--- src/rtl/mem_arbiter.sv ---
// mem_arbiter: two-master arbiter in front of one memory controller.
// Grants one master at a time, registers its command, routes completion back.
module mem_arbiter #(
    parameter bit          RR      = 1'b1,
    parameter int unsigned TIMEOUT = 1023
) (
    input  logic        mclk,
    input  logic        reset,

    input  logic [31:0] m0_address,
    input  logic        m0_rw_req,
    input  logic        m0_rw,
    input  logic [31:0] m0_write_data,
    input  logic [1:0]  m0_size,
    output logic [31:0] m0_read_data,
    output logic        m0_data_valid,
    output logic        m0_err,

    input  logic [31:0] m1_address,
    input  logic        m1_rw_req,
    input  logic        m1_rw,
    input  logic [31:0] m1_write_data,
    input  logic [1:0]  m1_size,
    output logic [31:0] m1_read_data,
    output logic        m1_data_valid,
    output logic        m1_err,

    output logic [31:0] mem_address,
    output logic        mem_rw_req,
    output logic        mem_rw,
    output logic [31:0] mem_write_data,
    output logic [1:0]  mem_size,
    input  logic [31:0] mem_read_data,
    input  logic        mem_data_valid
);

    // A zero TIMEOUT still needs a legal 1-bit counter.
    localparam int unsigned WDW =
        (TIMEOUT > 0) ? $clog2(TIMEOUT + 1) : 1;
    localparam logic [WDW-1:0] WDOG_LAST = WDW'(TIMEOUT - 1);

    typedef enum logic [1:0] {
        S_IDLE,
        S_BUSY,
        S_DONE
    } state_t;

    state_t          r_state;
    state_t          w_next;
    logic            r_grant;
    logic            r_last;
    logic [WDW-1:0]  r_wdog;

    logic [31:0]     r_mem_address;
    logic            r_mem_rw_req;
    logic            r_mem_rw;
    logic [31:0]     r_mem_write_data;
    logic [1:0]      r_mem_size;

    logic [1:0][31:0] r_rd;
    logic [1:0]      r_dv;
    logic [1:0]      r_err;

    logic            w_pick;
    logic            w_any_req;
    logic            w_gnt_req;
    logic            w_timeout;
    logic [31:0]     w_cmd_address;
    logic            w_cmd_rw;
    logic [31:0]     w_cmd_write_data;
    logic [1:0]      w_cmd_size;

    logic            w_start;
    logic            w_ack;
    logic            w_complete;
    logic            w_expire;
    logic            w_release;
    logic            w_busy;

    // Arbitration: who would win, and the command that master presents.
    always_comb begin
        w_pick    = 1'b0;
        w_any_req = m0_rw_req | m1_rw_req;
        unique case ({m1_rw_req, m0_rw_req})
            2'b10:   w_pick = 1'b1;
            2'b11:   w_pick = RR ? ~r_last : 1'b0;
            default: w_pick = 1'b0;
        endcase
        w_cmd_address    = w_pick ? m1_address    : m0_address;
        w_cmd_rw         = w_pick ? m1_rw         : m0_rw;
        w_cmd_write_data = w_pick ? m1_write_data : m0_write_data;
        w_cmd_size       = w_pick ? m1_size       : m0_size;
        w_gnt_req        = r_grant ? m1_rw_req : m0_rw_req;
        w_timeout        = (TIMEOUT != 0) && (r_wdog == WDOG_LAST);
    end

    // State register.
    always_ff @(posedge mclk) begin
        if (reset) begin
            r_state <= S_IDLE;
        end else begin
            r_state <= w_next;
        end
    end

    // Next-state logic; a held controller completion blocks arbitration.
    always_comb begin
        w_next = r_state;
        unique case (r_state)
            S_IDLE: begin
                if (!mem_data_valid && w_any_req) begin
                    w_next = S_BUSY;
                end
            end
            S_BUSY: begin
                if (mem_data_valid) begin
                    w_next = w_gnt_req ? S_DONE : S_IDLE;
                end else if (w_timeout) begin
                    w_next = S_DONE;
                end
            end
            S_DONE: begin
                if (!w_gnt_req) begin
                    w_next = S_IDLE;
                end
            end
            default: w_next = S_IDLE;
        endcase
    end

    // Output decode: one-cycle action strobes for the datapath registers.
    always_comb begin
        w_busy     = (r_state == S_BUSY);
        w_start    = (r_state == S_IDLE) && (w_next == S_BUSY);
        w_ack      = w_busy && mem_data_valid;
        w_complete = w_ack && w_gnt_req;
        w_expire   = w_busy && !mem_data_valid && w_timeout;
        w_release  = (r_state == S_DONE) && !w_gnt_req;
    end

    // Controller command: latched on grant, frozen through the access.
    always_ff @(posedge mclk) begin
        if (reset) begin
            r_mem_address    <= '0;
            r_mem_rw_req     <= 1'b0;
            r_mem_rw         <= 1'b0;
            r_mem_write_data <= '0;
            r_mem_size       <= '0;
        end else if (w_start) begin
            r_mem_address    <= w_cmd_address;
            r_mem_rw_req     <= 1'b1;
            r_mem_rw         <= w_cmd_rw;
            r_mem_write_data <= w_cmd_write_data;
            r_mem_size       <= w_cmd_size;
        end else if (w_ack || w_expire) begin
            r_mem_rw_req     <= 1'b0;
        end
    end

    // Grant bookkeeping and watchdog; last starts at 1 so master 0 wins first.
    always_ff @(posedge mclk) begin
        if (reset) begin
            r_grant <= 1'b0;
            r_last  <= 1'b1;
            r_wdog  <= '0;
        end else if (w_start) begin
            r_grant <= w_pick;
            r_last  <= w_pick;
            r_wdog  <= '0;
        end else if (w_busy) begin
            r_wdog  <= r_wdog + 1'b1;
        end
    end

    // Completion path: only the granted master's slot is ever touched.
    always_ff @(posedge mclk) begin
        if (reset) begin
            r_rd  <= '0;
            r_dv  <= '0;
            r_err <= '0;
        end else begin
            if (w_ack) begin
                r_rd[r_grant] <= mem_read_data;
            end else if (w_expire) begin
                r_rd[r_grant] <= '0;
            end
            if (w_complete || w_expire) begin
                r_dv[r_grant]  <= 1'b1;
                r_err[r_grant] <= w_expire;
            end else if (w_release) begin
                r_dv[r_grant]  <= 1'b0;
                r_err[r_grant] <= 1'b0;
            end
        end
    end

    assign mem_address    = r_mem_address;
    assign mem_rw_req     = r_mem_rw_req;
    assign mem_rw         = r_mem_rw;
    assign mem_write_data = r_mem_write_data;
    assign mem_size       = r_mem_size;

    assign m0_read_data   = r_rd[0];
    assign m0_data_valid  = r_dv[0];
    assign m0_err         = r_err[0];
    assign m1_read_data   = r_rd[1];
    assign m1_data_valid  = r_dv[1];
    assign m1_err         = r_err[1];

endmodule

--- config.mk ---
export PLATFORM = sky130hd
export DESIGN_NAME = mem_arbiter
export DESIGN_NICKNAME = d
export VERILOG_FILES = /design/src/rtl/mem_arbiter.sv
export SDC_FILE = /design/constraint.sdc
export NUM_CORES = 1
export LEC_CHECK = 0
export CORE_MARGIN = 2
export CORE_UTILIZATION = 46
export DETAILED_ROUTE_END_ITERATION = 10
export GPL_TIMING_DRIVEN = 0
export PLACE_DENSITY = 0.86
export SLEW_MARGIN = 10
export SYNTH_ARGS = -nofsm -noshare
export SYNTH_HDL_FRONTEND = slang
export SYNTH_SLANG_ARGS = --single-unit
--- constraint.sdc ---
create_clock -name mclk -period 2.26 [get_ports mclk]
set_input_delay 0.452 -clock mclk [delete_from_list [all_inputs] [get_ports mclk]]
set_output_delay 0.452 -clock mclk [all_outputs]
set_load 0.02 [all_outputs]
==> metrics.md, run 1 <==
| Metric | Value |
|---|---|
| Max-cap violation count | 0 |
| CP Launch Point | m1_rw_req |
| Vias per cell | 6.068 |
| Clock Latency Late Sink | 430 ps |
| # rows | 45 |
| Dpl cells | 1333 |
| Post-CTS resize count | 0 |
| PortBufs | 304 |
| CP endpoint | mem_address[20] |
| Reg2reg end | m0_read_data[19] |
| Syn Std Cell Area | 7073 um2 |
| Max Freq | 458.5 MHz |
| DIE AREA | 16380 um2 |
| Status | finished, final reports clean |
| First-pass GRT wire length | 40320 um |
| Top cell type by total area after synthesis | dfxtp_1 |
| Synth Register Bits | 150 |
| Predominant post-synthesis flop cell | dfxtp_1 |
| Crit-path max FO | 10 |
| Reg-to-reg startpoint | r_wdog[6] |
| Final Max Tran Viols | 0 |
| Pre-CTS WS | -232.5 ps |
| Number of synthesized flops with an enable pin | 0 |
| Initial DRC count | 844 |
| Sequential share of the synthesized area | 42.46% |
| Placed wire-length estimate | 19220 um |
| Syn_area_per_cell | 8.410 um2 |
| Slowest CP cell | clkdlybuf4s50_1 |
| Post-layout net count | 1337 |
| # clock sinks | 150 |
| Synth async-reset ratio | 0% |
| Synth top area share | 42.46% |
| Post-CTS setup buffer count | 0 |
| Count of final setup violators | 0 |
| Slew HR | 55.09% |
| Die W | 128 um |
| Overflow after GRT | 0 |
| CP startpoint kind | primary input |
| Final Wtd Congestion | 0.9171 |
| Inserted Clock Buffers | 17 |
| Worst Setup End Kind | flip-flop |
| # H-tree levels | 4 |
| Clock Tree Buf Depth | 2 |
| Clock transition at path regs | 60 ps |
| Worst Hold Class | flip-flop to flip-flop |
| Fin crit period | 2181 ps |
| Fin. Hold Viols | 0 |
| Worst setup margin | 79.19 ps |
| Crit-path max cell delay | 620 ps |
| Slew of the pin with the lowest slew margin | 671.1 ps |
| Vias in the first global route | 7733 |
| Antenna fix cells | 0 |
| Netlist cell types | 47 |
| GRT Overall Usage | 30.88% |
| Initial Util | 46.87% |
| Worst EP arrival | 2490 ps |
| RSZ-0062 raised after global routing | false |
| Fin util | 72.49% |
| Final clock skew | 11.19 ps |
| Detailed Route WL | 26220 um |
| Final Non-Filler Cells | 1364 |
| R2R cell count | 5 |
| WP data required | 2570 ps |
| CTS tree | built |
| P per Cell Area | 669.7 nW/um2 |
| DR vias | 8277 |
| Synth-to-layout area growth | 54.64% |
| Ratio of cells with drive above 1 in the final layout | 6.037% |
| Final Cycle Share | 96.50% |
| YS warnings | 0 |
| Largest cells by area after synthesis | dfxtp_1 (42%), nand2_1 (11%), a311oi_1 (8.3%) |
| Critical path class | primary input to flip-flop |
| Cells after Synth | 841 |
| Wire length per cell | 19.22 um |
| Cells along the critical path | clkdlybuf4s50_1, a21boi_1, buf_2, buf_2, nand2_1, a311oi_1 |
| Fin area | 10940 um2 |
| Placeable Area | 15090 um2 |
| Initial antenna violation count | 0 |
| Cell mode on critical path | buf_2 |
| Ports | 307 |
| Die Ht | 128 um |
| Drt drc | 0 |
| CTS Hold Bufs | 0 |
| Worst R2R Setup Slack | 230 ps |
| Fillers | 1153 |
| Post-Place Cell Area | 10350 um2 |
| Post-DRT Antenna Nets | 0 |
| Post-Syn Nets | 1014 |
| 1st-pass router iterations | 8 |
| Root buf cell | clkbuf_16 |
| Leakage | 0.004026 uW |
| Largest net degree at the start of global routing | 17 |
| VDD IR max | 548.7 uV |
Yosys cell counts (2+ instances only):
cell type,n
nand2_1,204
dfxtp_1,150
a21oi_1,80
clkbuf_1,74
a311oi_1,67
a32oi_1,64
o311ai_0,64
nor2b_1,36
buf_2,24
o21ai_0,7
nor2_1,6
o31ai_1,6
buf_4,5
or4_1,5
inv_1,4
or3_1,4
nand3_1,3
and4b_1,2
ha_1,2
nand2b_1,2
nand3b_1,2
nand4b_1,2
o32ai_1,2
or3b_2,2
xnor2_1,2
metal layers:
layer	track usage [%]	wire (um)	vias to the layer above
li1	-	-	3871
met1	36.33	9926	3889
met2	54.89	13090	464
met3	7.429	2462	53
met4	10.80	739	0
met5	0	0	-
flip-flops by register name (all words and copies together) (netlist names), 2 cells and up, named ones only:
signal          count
m0_read_data       32
r_err               2
mem_write_data     32
mem_size            2
m1_read_data       32
r_wdog             10
mem_address        32
r_state             2
cell families after synthesis:
| logic type | after synthesis | share of synthesized area [%] |
|---|---|---|
| compound gates | 298 | 32.27 |
| simple gates | 280 | 18.10 |
| xor+xnor | 2 | 0.2477 |
| buf+inv | 109 | 6.581 |
| flops | 150 | 42.46 |
| fa+ha+maj | 2 | 0.3537 |
how the worst min path moves through the flow:
| stage | from | slack (ps) | endpoint | cells past startpoint |
|---|---|---|---|---|
| 3_5_place_dp | mem_rw_req | 460 | mem_rw_req | 2 |
| 3_3_place_gp | mem_rw_req | 460 | mem_rw_req | 2 |
| 2_1_floorplan | r_wdog[8] | 450 | r_wdog[8] | 2 |
| 4_1_cts | m0_rw_req | 470 | r_state[1] | 3 |
| 6_report | mem_rw_req | 480 | mem_rw_req | 2 |
| 5_1_grt | m0_read_data[30] | 510 | m0_read_data[30] | 2 |
power breakdown:
group	internal, uW	switching (uW)	leakage [uW]
clock	1730	1140	0.000278
combinational	752	787	0.00252
sequential	2820	109	0.00123
total	5290	2030	0.00403
final cells by class:
type | count | area [um2] | area share (%)
plain buffers | 104 | 446.7 | 4.084
clock inverters | 13 | 157.7 | 1.441
clock buffers | 18 | 429.2 | 3.924
well taps | 188 | 235.2 | 2.151
flip-flops and latches | 150 | 3003 | 27.45
repair buffers | 304 | 3043 | 27.82
multi-input cells | 582 | 3605 | 32.96
inverters | 5 | 18.77 | 0.1716
critical path, delay by kind of cell:
family,cells,cell delay [ps]
AND/OR/NAND/NOR,1,110
AO/OA/AOI/OAI,2,760
buffers and inverters,3,1180
per-stage QoR:
stage	power (uW)	hold WS, ps	TNS (ps)
6_report	7325	475.8	0
5_1_grt	7571	505.3	0
4_1_cts	7328	469.6	0
3_5_place_dp	4499	461.0	-16410
3_3_place_gp	4482	459.1	-11530
2_1_floorplan	3688	451.7	0
cell usage in the layout (no fill, tap or decap), types with 2 or more instances in the layout:
cell | netlist | layout
and4b_1 | 2 | 2
or3_1 | 4 | 4
nor2_1 | 6 | 6
clkdlybuf4s50_1 | 0 | 304
inv_1 | 4 | 4
bufinv_16 | 0 | 3
clkbuf_16 | 0 | 17
clkinvlp_4 | 0 | 4
nand4b_1 | 2 | 2
nand3b_1 | 2 | 2
buf_4 | 5 | 5
o311ai_0 | 64 | 64
xnor2_1 | 2 | 2
a32oi_1 | 64 | 64
nand3_1 | 3 | 3
nand2_1 | 204 | 204
or4_1 | 5 | 5
a21oi_1 | 80 | 80
a311oi_1 | 67 | 67
dfxtp_1 | 150 | 150
clkbuf_1 | 74 | 75
o32ai_1 | 2 | 2
buf_2 | 24 | 24
or3b_2 | 2 | 2
o31ai_1 | 6 | 6
nand2b_1 | 2 | 2
ha_1 | 2 | 2
clkinv_2 | 0 | 4
nor2b_1 | 36 | 36
o21ai_0 | 7 | 7
No activity file was read; power rests on OpenSTA's default activity.
==> inputs of run 2 (changes only) <==
--- a/config.mk
+++ b/config.mk
@@ -6,10 +6,11 @@
 export NUM_CORES = 1
 export LEC_CHECK = 0
 export CORE_MARGIN = 2
-export CORE_UTILIZATION = 46
+export CORE_UTILIZATION = 44
+export CTS_BUF_LIST = sky130_fd_sc_hd__clkbuf_2 sky130_fd_sc_hd__clkbuf_4 sky130_fd_sc_hd__clkbuf_8
 export DETAILED_ROUTE_END_ITERATION = 10
 export GPL_TIMING_DRIVEN = 0
-export PLACE_DENSITY = 0.86
+export PLACE_DENSITY = 0.83
 export SLEW_MARGIN = 10
 export SYNTH_ARGS = -nofsm -noshare
 export SYNTH_HDL_FRONTEND = slang
==> constraint.sdc (replaced) <==
create_clock -name mclk -period 2.15 [get_ports mclk]
set_input_delay 0.43 -clock mclk [delete_from_list [all_inputs] [get_ports mclk]]
set_output_delay 0.43 -clock mclk [all_outputs]
set_load 0.02 [all_outputs]
==> metrics.md, run 2 (same netlist as run 1, synthesis figures left out) <==
| Metric | Value |
|---|---|
| Status | finished, final reports clean |
| Sequential Area | 3003 um2 |
| Initial Util | 44.85% |
| Final Wtd Congestion | 0.9150 |
| PortBufs | 304 |
| Synth-to-layout area growth | 51.99% |
| Critical path class | primary input to flip-flop |
| Worst Hold Class | primary input to flip-flop |
| GRT Overall Usage | 29.78% |
| Final Cycle Share | 93.52% |
| DR vias | 8199 |
| Area used by multi-input combinational logic | 3611 um2 |
| Initial antenna violation count | 0 |
| Pre-CTS WS | -305.1 ps |
| # H-tree levels | 4 |
| Worst EP arrival | 2410 ps |
| Max-cap violation count | 0 |
| Placed wire-length estimate | 19830 um |
| Clock transition at path regs | 80 ps |
| Vias per cell | 5.890 |
| Placeable Area | 15770 um2 |
| # clock sinks | 150 |
| Fillers | 1356 |
| VDD IR max | 385.0 uV |
| # rows | 46 |
| Largest net degree at the start of global routing | 17 |
| WP data required | 2550 ps |
| Die Ht | 130.8 um |
| DIE AREA | 17100 um2 |
| First-pass GRT wire length | 40060 um |
| Leakage | 0.003945 uW |
| Inserted Clock Buffers | 17 |
| Crit-path max FO | 10 |
| CP startpoint kind | primary input |
| Worst setup margin | 139.3 ps |
| Final Max Tran Viols | 0 |
| Max Freq | 497.3 MHz |
| Final clock skew | 11.77 ps |
| Dpl cells | 1361 |
| Antenna fix cells | 0 |
| Worst Setup End Kind | flip-flop |
| Count of final setup violators | 0 |
| RSZ-0062 raised after global routing | false |
| Commonest non-fill, non-tap cell in the layout | clkdlybuf4s50_1 |
| Final Non-Filler Cells | 1392 |
| Post-layout net count | 1337 |
| Fin. Hold Viols | 0 |
| P per Cell Area | 627.3 nW/um2 |
| Commonest non-fill, non-tap cells in the layout | clkdlybuf4s50_1 (304), nand2_1 (204), dfxtp_1 (150), a21oi_1 (80), clkbuf_1 (74) |
| Ports | 307 |
| Clock Latency Late Sink | 460 ps |
| Initial DRC count | 580 |
| Root buf cell | clkbuf_8 |
| 1st-pass router iterations | 5 |
| CTS Hold Bufs | 0 |
| Total design power | 6743 uW |
| Overflow after GRT | 0 |
| Ratio of cells with drive above 1 in the final layout | 6.293% |
| CTS tree | built |
| Post-DRT Antenna Nets | 0 |
| Vias in the first global route | 7927 |
| Slew HR | 56.44% |
| Fin crit period | 2011 ps |
| Post-CTS setup buffer count | 0 |
| Drt drc | 0 |
| Slew of the pin with the lowest slew margin | 653.4 ps |
| Die W | 130.8 um |
| Wire length per cell | 18.92 um |
| Detailed Route WL | 26340 um |
| Clock Tree Buf Depth | 2 |
## run 2: cell count changes in the layout (fill, tap and decap cells not counted), moves of 2 or more
cell / change
clkbuf_8: +18
clkbuf_16: -17
clkbuf_4: +8
clkinvlp_4: -4
bufinv_16: -2
## run 2: power breakdown
| group | switching, uW | internal [uW] |
|---|---|---|
| Combinational | 824 | 790 |
| Clock | 1020 | 1030 |
| Sequential | 121 | 2960 |
| Total | 1960 | 4780 |
## run 2: final timing paths
| path | startpoint | end | slack (ps) | cells after the start |
|---|---|---|---|---|
| max | mem_data_valid | m1_read_data[16] | 140 | 7 |
| min | m0_rw_req | flip-flop | 420 | 3 |
| max reg2reg | r_wdog[5] | r_state[0] | 170 | 5 |
| min reg2reg | r_err[0] | r_err[0] | 480 | 2 |
## run 2: area by class of cell
class	count	share of cell area (%)
plain buffers	104	4.155
inverters	5	0.1746
well taps	216	2.514
repair buffers	304	28.31
clock buffers	26	2.863
multi-input cells	582	33.59
flip-flops and latches	150	27.93
clock inverters	5	0.4655
## run 2: worst max-delay path, stage by stage
cell and delay (ps):
clkdlybuf4s50_1 570, buf_2 250, and4b_1 210, clkbuf_1 240, clkbuf_1 470, a32oi_1 130
nand2_1 100
## run 2: what timing repair did
| action | 4_1_cts | 5_1_grt |
|---|---|---|
| gates resized for setup | 0 | 2 |
| endpoints found under the setup margin | 0 | 2 |
| hold endpoints to repair | 0 | 0 |
## run 2: per-stage QoR
step,hold slack (ps),cell area (um2),TNS (ps),util [%]
finish,418.9,10750,0,68.17
global route,437.1,10750,0,68.17
CTS,383.5,10740,0,68.13
detailed placement,468.5,10390,-25560,65.86
global placement,458.1,10390,-20260,65.86
floorplan,451.7,7073,0,-
## run 2: routing by layer
metal / up-vias / global-route usage, % / part of all wire [%]
met3: 52 / 8.143 / 9.2
met4: 0 / 11.08 / 3.0
li1: 3859 / - / -
met5: - / 0 / 0
met2: 416 / 53.37 / 50
met1: 3872 / 33.88 / 38
